==> config.mk <==
export PLATFORM = sky130hd
export DESIGN_NAME = rob_ctrl
export DESIGN_NICKNAME = d
export VERILOG_FILES = /design/src/rtl/rob_ctrl.sv
export SDC_FILE = /design/constraint.sdc
export NUM_CORES = 1
export LEC_CHECK = 0
export CORE_MARGIN = 5
export CORE_UTILIZATION = 30
export DETAILED_ROUTE_END_ITERATION = 10
export MAX_ROUTING_LAYER = met4
export SLEW_MARGIN = 20
export SYNTH_ARGS = -nofsm -noshare
export SYNTH_HDL_FRONTEND = slang
export SYNTH_SLANG_ARGS = --single-unit
==> constraint.sdc <==
create_clock -name clk -period 3.9 [get_ports clk]
set_input_delay 0.39 -clock clk [delete_from_list [all_inputs] [get_ports clk]]
set_output_delay 0.39 -clock clk [all_outputs]
set_load 0.05 [all_outputs]
==> src/rtl/rob_ctrl.sv <==
// Reorder-buffer control: in-order allocation and retirement with two completion ports.
// An exception at the head flushes the whole buffer through a one-cycle FLUSH state.
module rob_ctrl #(
    parameter int ENTRIES = 16,
    parameter int IDX_W   = 4
) (
    input  logic             clk,
    input  logic             rst,
    input  logic             alloc_req,
    output logic             alloc_ready,
    output logic [IDX_W-1:0] alloc_idx,
    input  logic             cmp0_valid,
    input  logic [IDX_W-1:0] cmp0_idx,
    input  logic             cmp0_exc,
    input  logic             cmp1_valid,
    input  logic [IDX_W-1:0] cmp1_idx,
    input  logic             cmp1_exc,
    output logic             commit_valid,
    output logic [IDX_W-1:0] commit_idx,
    input  logic             commit_ready,
    output logic             flush,
    output logic [IDX_W-1:0] flush_idx,
    output logic [IDX_W:0]   count
);

    typedef enum logic {RUN, FLUSH} state_t;

    state_t             state_q, state_d;
    logic [ENTRIES-1:0] busy_q, busy_d;
    logic [ENTRIES-1:0] done_q, done_d;
    logic [ENTRIES-1:0] exc_q, exc_d;
    logic [IDX_W:0]     head_q, head_d;
    logic [IDX_W:0]     tail_q, tail_d;

    logic [IDX_W-1:0] head_lo, tail_lo;
    logic             full, in_run, head_ok, commit_ok, flush_hit, grant, retire;

    assign head_lo = head_q[IDX_W-1:0];
    assign tail_lo = tail_q[IDX_W-1:0];
    assign full    = (head_lo == tail_lo) && (head_q[IDX_W] != tail_q[IDX_W]);
    assign in_run  = (state_q == RUN);

    assign head_ok   = busy_q[head_lo] & done_q[head_lo];
    assign commit_ok = in_run & head_ok & ~exc_q[head_lo];
    assign flush_hit = in_run & head_ok & exc_q[head_lo];

    // Outputs are gated by rst so the reset values hold during the reset cycle itself.
    assign alloc_ready  = ~rst & in_run & ~full;
    assign commit_valid = ~rst & commit_ok;
    assign flush        = ~rst & flush_hit;
    assign flush_idx    = flush ? head_lo : '0;
    assign alloc_idx    = rst ? '0 : tail_lo;
    assign commit_idx   = rst ? '0 : head_lo;
    assign count        = rst ? '0 : (tail_q - head_q);

    assign grant  = alloc_req & alloc_ready & ~flush_hit;
    assign retire = commit_valid & commit_ready;

    always_comb begin
        state_d = state_q;
        busy_d  = busy_q;
        done_d  = done_q;
        exc_d   = exc_q;
        head_d  = head_q;
        tail_d  = tail_q;
        if (!in_run || flush_hit) begin
            // Clearing on entry to FLUSH as well keeps stale completions from leaking through.
            busy_d  = '0;
            done_d  = '0;
            exc_d   = '0;
            head_d  = '0;
            tail_d  = '0;
            state_d = flush_hit ? FLUSH : RUN;
        end else begin
            if (cmp0_valid && busy_q[cmp0_idx]) begin
                done_d[cmp0_idx] = 1'b1;
                exc_d[cmp0_idx]  = exc_d[cmp0_idx] | cmp0_exc;
            end
            if (cmp1_valid && busy_q[cmp1_idx]) begin
                done_d[cmp1_idx] = 1'b1;
                exc_d[cmp1_idx]  = exc_d[cmp1_idx] | cmp1_exc;
            end
            if (grant) begin
                busy_d[tail_lo] = 1'b1;
                done_d[tail_lo] = 1'b0;
                exc_d[tail_lo]  = 1'b0;
                tail_d          = tail_q + 1'b1;
            end
            if (retire) begin
                busy_d[head_lo] = 1'b0;
                head_d          = head_q + 1'b1;
            end
        end
    end

    always_ff @(posedge clk) begin
        if (rst) begin
            state_q <= RUN;
            busy_q  <= '0;
            done_q  <= '0;
            exc_q   <= '0;
            head_q  <= '0;
            tail_q  <= '0;
        end else begin
            state_q <= state_d;
            busy_q  <= busy_d;
            done_q  <= done_d;
            exc_q   <= exc_d;
            head_q  <= head_d;
            tail_q  <= tail_d;
        end
    end

endmodule

# Word level (Yosys, flattened, before mapping)
# Cells that the tools add are included.
# totals
regBits	59
romBits	0
elab_cells	96
ramBits	0
mem_count	0
inputBits	16
out_inout_bits	20
latch_bits	0
# classes
n_div	0
bitwise_logic	26
n_eq_ne	2
n_lt_le_gt_ge	8
n_shift	0
n_reduce_logical	9
add_sub_neg	3
mux	42
multipliers	0
# ops
cell	count
$mux 16	13
$and 16x16->16	3
$or 16x16->16	3
$bwmux 16	2
$not 16->16	2
$bmux 1 s4	7
$lt 4x5->1 const B	4
$demux 1 s4	4
$ge 4x1->1 const B	4
$mux 1	12
$mux 4	3
$and 1x1->1	11
$add 5x1->5 const B	2
$logic_and 1x1->1	7
$mux 5	1
$not 1->1	5
$sub 5x5->5	1
$eq 4x4->1	1
$or 1x1->1	2
$reduce_or 2->1	1
$logic_or 1x1->1	1
$ne 1x1->1	1

# Longest topological paths before layout
# depth
depth_word	15
depth_mapped	11

# Least setup slack after synthesis
# No wires, ideal clock.
# synth_timing
path_kind	register -> register
startpoint	reg head_q[2]
endpoint	reg busy_q[0]
n_path_buf	2
setup_slack_ns	0.296
setup_time_ns	0.074
required_ns	3.826
arrival_ns	3.530
path_stages_with_launch	12
cell_sequence	dfxtp_1 clkbuf_1 inv_1 ha_1 and4_1 a21boi_0 and2_0 and3_1 clkbuf_1 and2_1 a32oi_1 a31oi_1
# synth_via
word_cells_on_any_way	32
classes_between	2 x order compare; 1 x eq/ne; 11 x mux; 14 x bitwise; 4 x reduce/logical
# synth_rtl
item	line_no	rtl
start: declaration	32	logic [IDX_W:0] head_q, head_d;
start signal: assignment	102	head_q <= '0;
start signal: assignment	109	head_q <= head_d;
$eq 4x4->1 (*)	40	assign full = (head_lo == tail_lo) && (head_q[IDX_W] != tail_q[IDX_W]);
$logic_and 1x1->1 (*)	40	
$not 1->1 (*)	48	assign alloc_ready = ~rst & in_run & ~full;
$and 1x1->1 (*)	48	
net alloc_ready	10	output logic alloc_ready,
$and 1x1->1 (*) (2 in series)	56	assign grant = alloc_req & alloc_ready & ~flush_hit;
$mux 16 (*)	83	if (grant) begin
$mux 16 (*)	66	if (!in_run || flush_hit) begin
$and 16x16->16 (no source line)	n/a	
$mux 16 (*)	89	if (retire) begin
end signal: assignment	106	busy_q <= busy_d;
end: declaration	29	logic [ENTRIES-1:0] busy_q, busy_d;
# The timed path passes the listed nets; every way through them passes the cells marked *. The select of a mux whose other input is x is not followed.
# A chain may end at the register's enable or synchronous reset.

# Worst setup path after layout
# layout_timing
startpoint	reg head_q[1]
endpoint	out count[4]
# layout_via
elab_chain_cells	2
# layout_lines
item	line_no	rtl
$sub 5x5->5	54	assign count = rst ? '0 : (tail_q - head_q);
$mux 5	54	
end: declaration	23	output logic [IDX_W:0] count
# Every way passes these cells.

==> summary.md <==
| Metric | Value |
|---|---|
| Clock share of power | `50.5%` |
| Root buffer cell | `clkbuf_16` |
| Worst EP required | `3510 ps` |
| Row count | `43` |
| Wire per inst | `20.86 um` |
| Worst clock skew | `7.984 ps` |
| IO Port Bufs | `35` |
| Relative slew slack | `53.32%` |
| Pin count of the biggest net entering global routing | `22` |
| Ys async rst share | `0%` |
| Max-Cap Viols | `0` |
| Internal power | `0.001172 W` |
| Peak VDD IR | `145.6 uV` |
| TNS Setup | `0 ps` |
| Drc violations | `0` |
| Post-Synthesis Net Count | `491` |
| Congestion Overflow GR | `0` |
| Die area | `16230 um^2` |
| Period utilization | `92.02%` |
| Critical Path Max Stage Delay | `820 ps` |
| Floorplan core area | `13720 um^2` |
| Post-synth EDFFs | `0` |
| Buf/Inv on CP | `2` |
| Die span in y | `127.4 um` |
| Routed Wire Length | `14.08 mm` |
| Initial core utilization | `30.14%` |
| Status | `finished, final reports clean` |
| Max Clk Rate | `0.2786 GHz` |
| Max H-tree Level | `3` |
| Num CTS Buffers | `9` |
| Final Net Count | `519` |
| DRT Pass-1 Iters | `5` |
| Clock sinks | `59` |
| DR vias | `4026` |
| Synthesized area | `4135 um^2` |
| Fin. Hold Viols | `0` |
| Synth cell types | `73` |
| Post-synthesis sequential area ratio | `28.56%` |
| Final period demand of the worst path | `3589 ps` |
| Commonest non-fill, non-tap cell in the layout | `nor2_1` |
| Crit end category | `output port` |
| Synth warn | `0` |
| Crit path kind | `register to output port` |
| Clock latency on the worst-skew pair | `320 ps` |
| Place WS | `503.3 ps` |
| Vias/cell | `5.964` |
| Cts hold-fix bufs | `0` |
| Number of global-route vias before repair | `3926` |
| Flops & latches, synth | `59` |
| Startpoint types | `register` |
| Net switching fraction of the power | `24.59%` |
| Top FF cell, synth | `dfxtp_1` |
| N_diodes | `0` |
| Final Wtd Congestion | `0.9773` |
| Worst min path class | `register to register` |
| # Post-CTS Setup Buffers | `0` |
| Area Overhead vs Synth | `18.97%` |
| Commonest cells after routing, fill and taps aside | `nor2_1 (61), dfxtp_1 (59), clkdlybuf4s50_1 (29), a31oi_1 (26), and3_1 (19)` |
| Slew Limit Fails | `0` |
| CP max-delay cell | `clkdlybuf4s50_1` |
| Clk slew on worst S/H paths | `50 ps` |
| Slew at the pin closest to its max-slew limit | `698.1 ps` |
| Comb power frac | `9.9%` |
| Post-Syn Instances | `462` |
| Net Sw Power | `0.0003822 W` |
| Clock buffer depth | `2` |
| Worst EP arrival | `3200 ps` |
| Chip Width | `127.4 um` |
| Antenna Nets Post-Route | `0` |
| Post-cts sizing count | `0` |
| Initial DRC Count | `460` |
| Syn_area_per_cell | `8.951 um^2` |
| Power share of the sequential group | `39.5%` |
| RSZ-0062 raised after global routing | `no` |
| Gr usage total | `17.95%` |
| Io pins | `36` |
| DP HPWL | `10.61 mm` |
| CTS tree | `built` |
| Fillers | `1387` |
| Crit path max-delay family | `buffers and inverters` |
| First-pass GRT wire length | `22.20 mm` |
| Pleak | `1.700 nW` |
| Critical path, cell by cell | `inv_2, fa_1, a21o_1, a21oi_1, xnor2_1, nor2_1, clkdlybuf4s50_1` |
| Layout cell share with drive strength beyond 1 | `15.56%` |
| Power per cell area | `316.0 nW/um^2` |
| Final setup viols | `0` |
| Final Worst Setup Slack | `311.2 ps` |
| Initial antenna violation count | `0` |
| Max FO, Critical Path | `14` |
-- power by group through the flow --
stage	registers, W	logic, W	clock network, W
detailed placement	0.000626	0.000151	0
global route	0.000614	0.000165	0.000819
global placement	0.000626	0.000151	0
floorplan	0.000624	0.0000964	0
CTS	0.000614	0.000152	0.000790
finish	0.000614	0.000155	0.000786
-- cell families after synthesis --
family                   after synthesis  share of synthesized area [%]
AND/OR/NAND/NOR                      182                          24.36
AO/OA/AOI/OAI                        130                          24.57
XOR/XNOR                              10                          2.118
flip-flops                            59                          28.56
multiplexers                          26                          11.16
adder cells (fa/ha/maj)               13                          4.115
buffers and inverters                 42                          5.113
-- per-stage QoR --
stage                     cell area, um^2  utilization, %  std cells  hold slack, ps  total power (W)
after CTS                            4920           35.86        675           462.4         0.001556
after global placement               4624           33.71        659           450.8        0.0007774
after detailed placement             4624           33.71        659           454.1        0.0007770
after floorplan                      4135               -        462           431.9        0.0007205
final                                4920           35.86        675           462.6         0.001554
after global routing                 4920           35.86        675           496.1         0.001599
-- cell usage after synthesis, types with 5 or more instances --
| cell type | number | area share [%] |
|---|---|---|
| xnor2_1 | 7 | 1.5 |
| a21oi_1 | 13 | 1.6 |
| a311oi_1 | 8 | 1.7 |
| a31oi_1 | 26 | 3.9 |
| nor2_1 | 61 | 5.5 |
| o21a_1 | 5 | 0.91 |
| o21ai_0 | 6 | 0.73 |
| and2_1 | 5 | 0.76 |
| a211oi_1 | 16 | 2.9 |
| inv_1 | 12 | 1.1 |
| o211ai_1 | 5 | 0.91 |
| a21o_1 | 7 | 1.3 |
| nor2b_1 | 13 | 2.0 |
| dfxtp_1 | 59 | 29 |
| nand4_1 | 8 | 1.2 |
| and3_1 | 19 | 2.9 |
| nor3_1 | 15 | 1.8 |
| clkbuf_1 | 13 | 1.2 |
| buf_2 | 7 | 0.85 |
| a2111oi_2 | 5 | 1.8 |
| and3b_1 | 6 | 1.3 |
| nand3_1 | 14 | 1.7 |
| a32oi_1 | 5 | 1.1 |
| mux4_2 | 13 | 7.1 |
| mux2i_1 | 6 | 1.5 |
| a221oi_1 | 5 | 1.1 |
| ha_1 | 12 | 3.6 |
| nand2_1 | 17 | 1.5 |
-- sequential cells by signal, summed over array words and instances (netlist names) --
signal   count
busy_q      16
state_q      1
exc_q       16
tail_q       5
done_q      16
head_q       5
-- layout make-up --
class                      instances  area, um^2  area share [%]
tap                              180       225.2           4.578
sequential                        59        1181           24.01
clock inverter                     5       52.55           1.068
timing repair buffer              45       422.9           8.596
multi-input combinational        361        2743           55.75
clock buffer                      11       242.7           4.934
inverter                          14       52.55           1.068
-- worst reg2reg max path: stages (launching register included) --
cell and delay, ps:
dfxtp_1 740, inv_2 280, ha_1 370, and4_1 180, a21boi_0 230, and2_0 370
and2_1 510, a31oi_1 180, a311oi_1 290
-- worst paths after layout --
| kind | from | end | slack (ps) | cells past startpoint |
|---|---|---|---|---|
| setup / recovery | head_q[1] | count[4] | 310 | 7 |
| hold / removal | done_q[2] | done_q[2] | 460 | 2 |
| setup reg to reg | head_q[1] | busy_q[8] | 650 | 8 |
| hold reg to reg | done_q[2] | done_q[2] | 460 | 2 |
-- per-layer routing --
layer	part of all wire (%)	wire, um	global-route usage [%]	up-vias
li1	-	-	-	1834
met1	45	6324	24.43	1905
met2	43	6069	25.67	251
met3	9.1	1283	4.348	36
met4	2.9	404	6.814	0
met5	0	0	-	-
No activity file was read; power rests on OpenSTA's default activity.
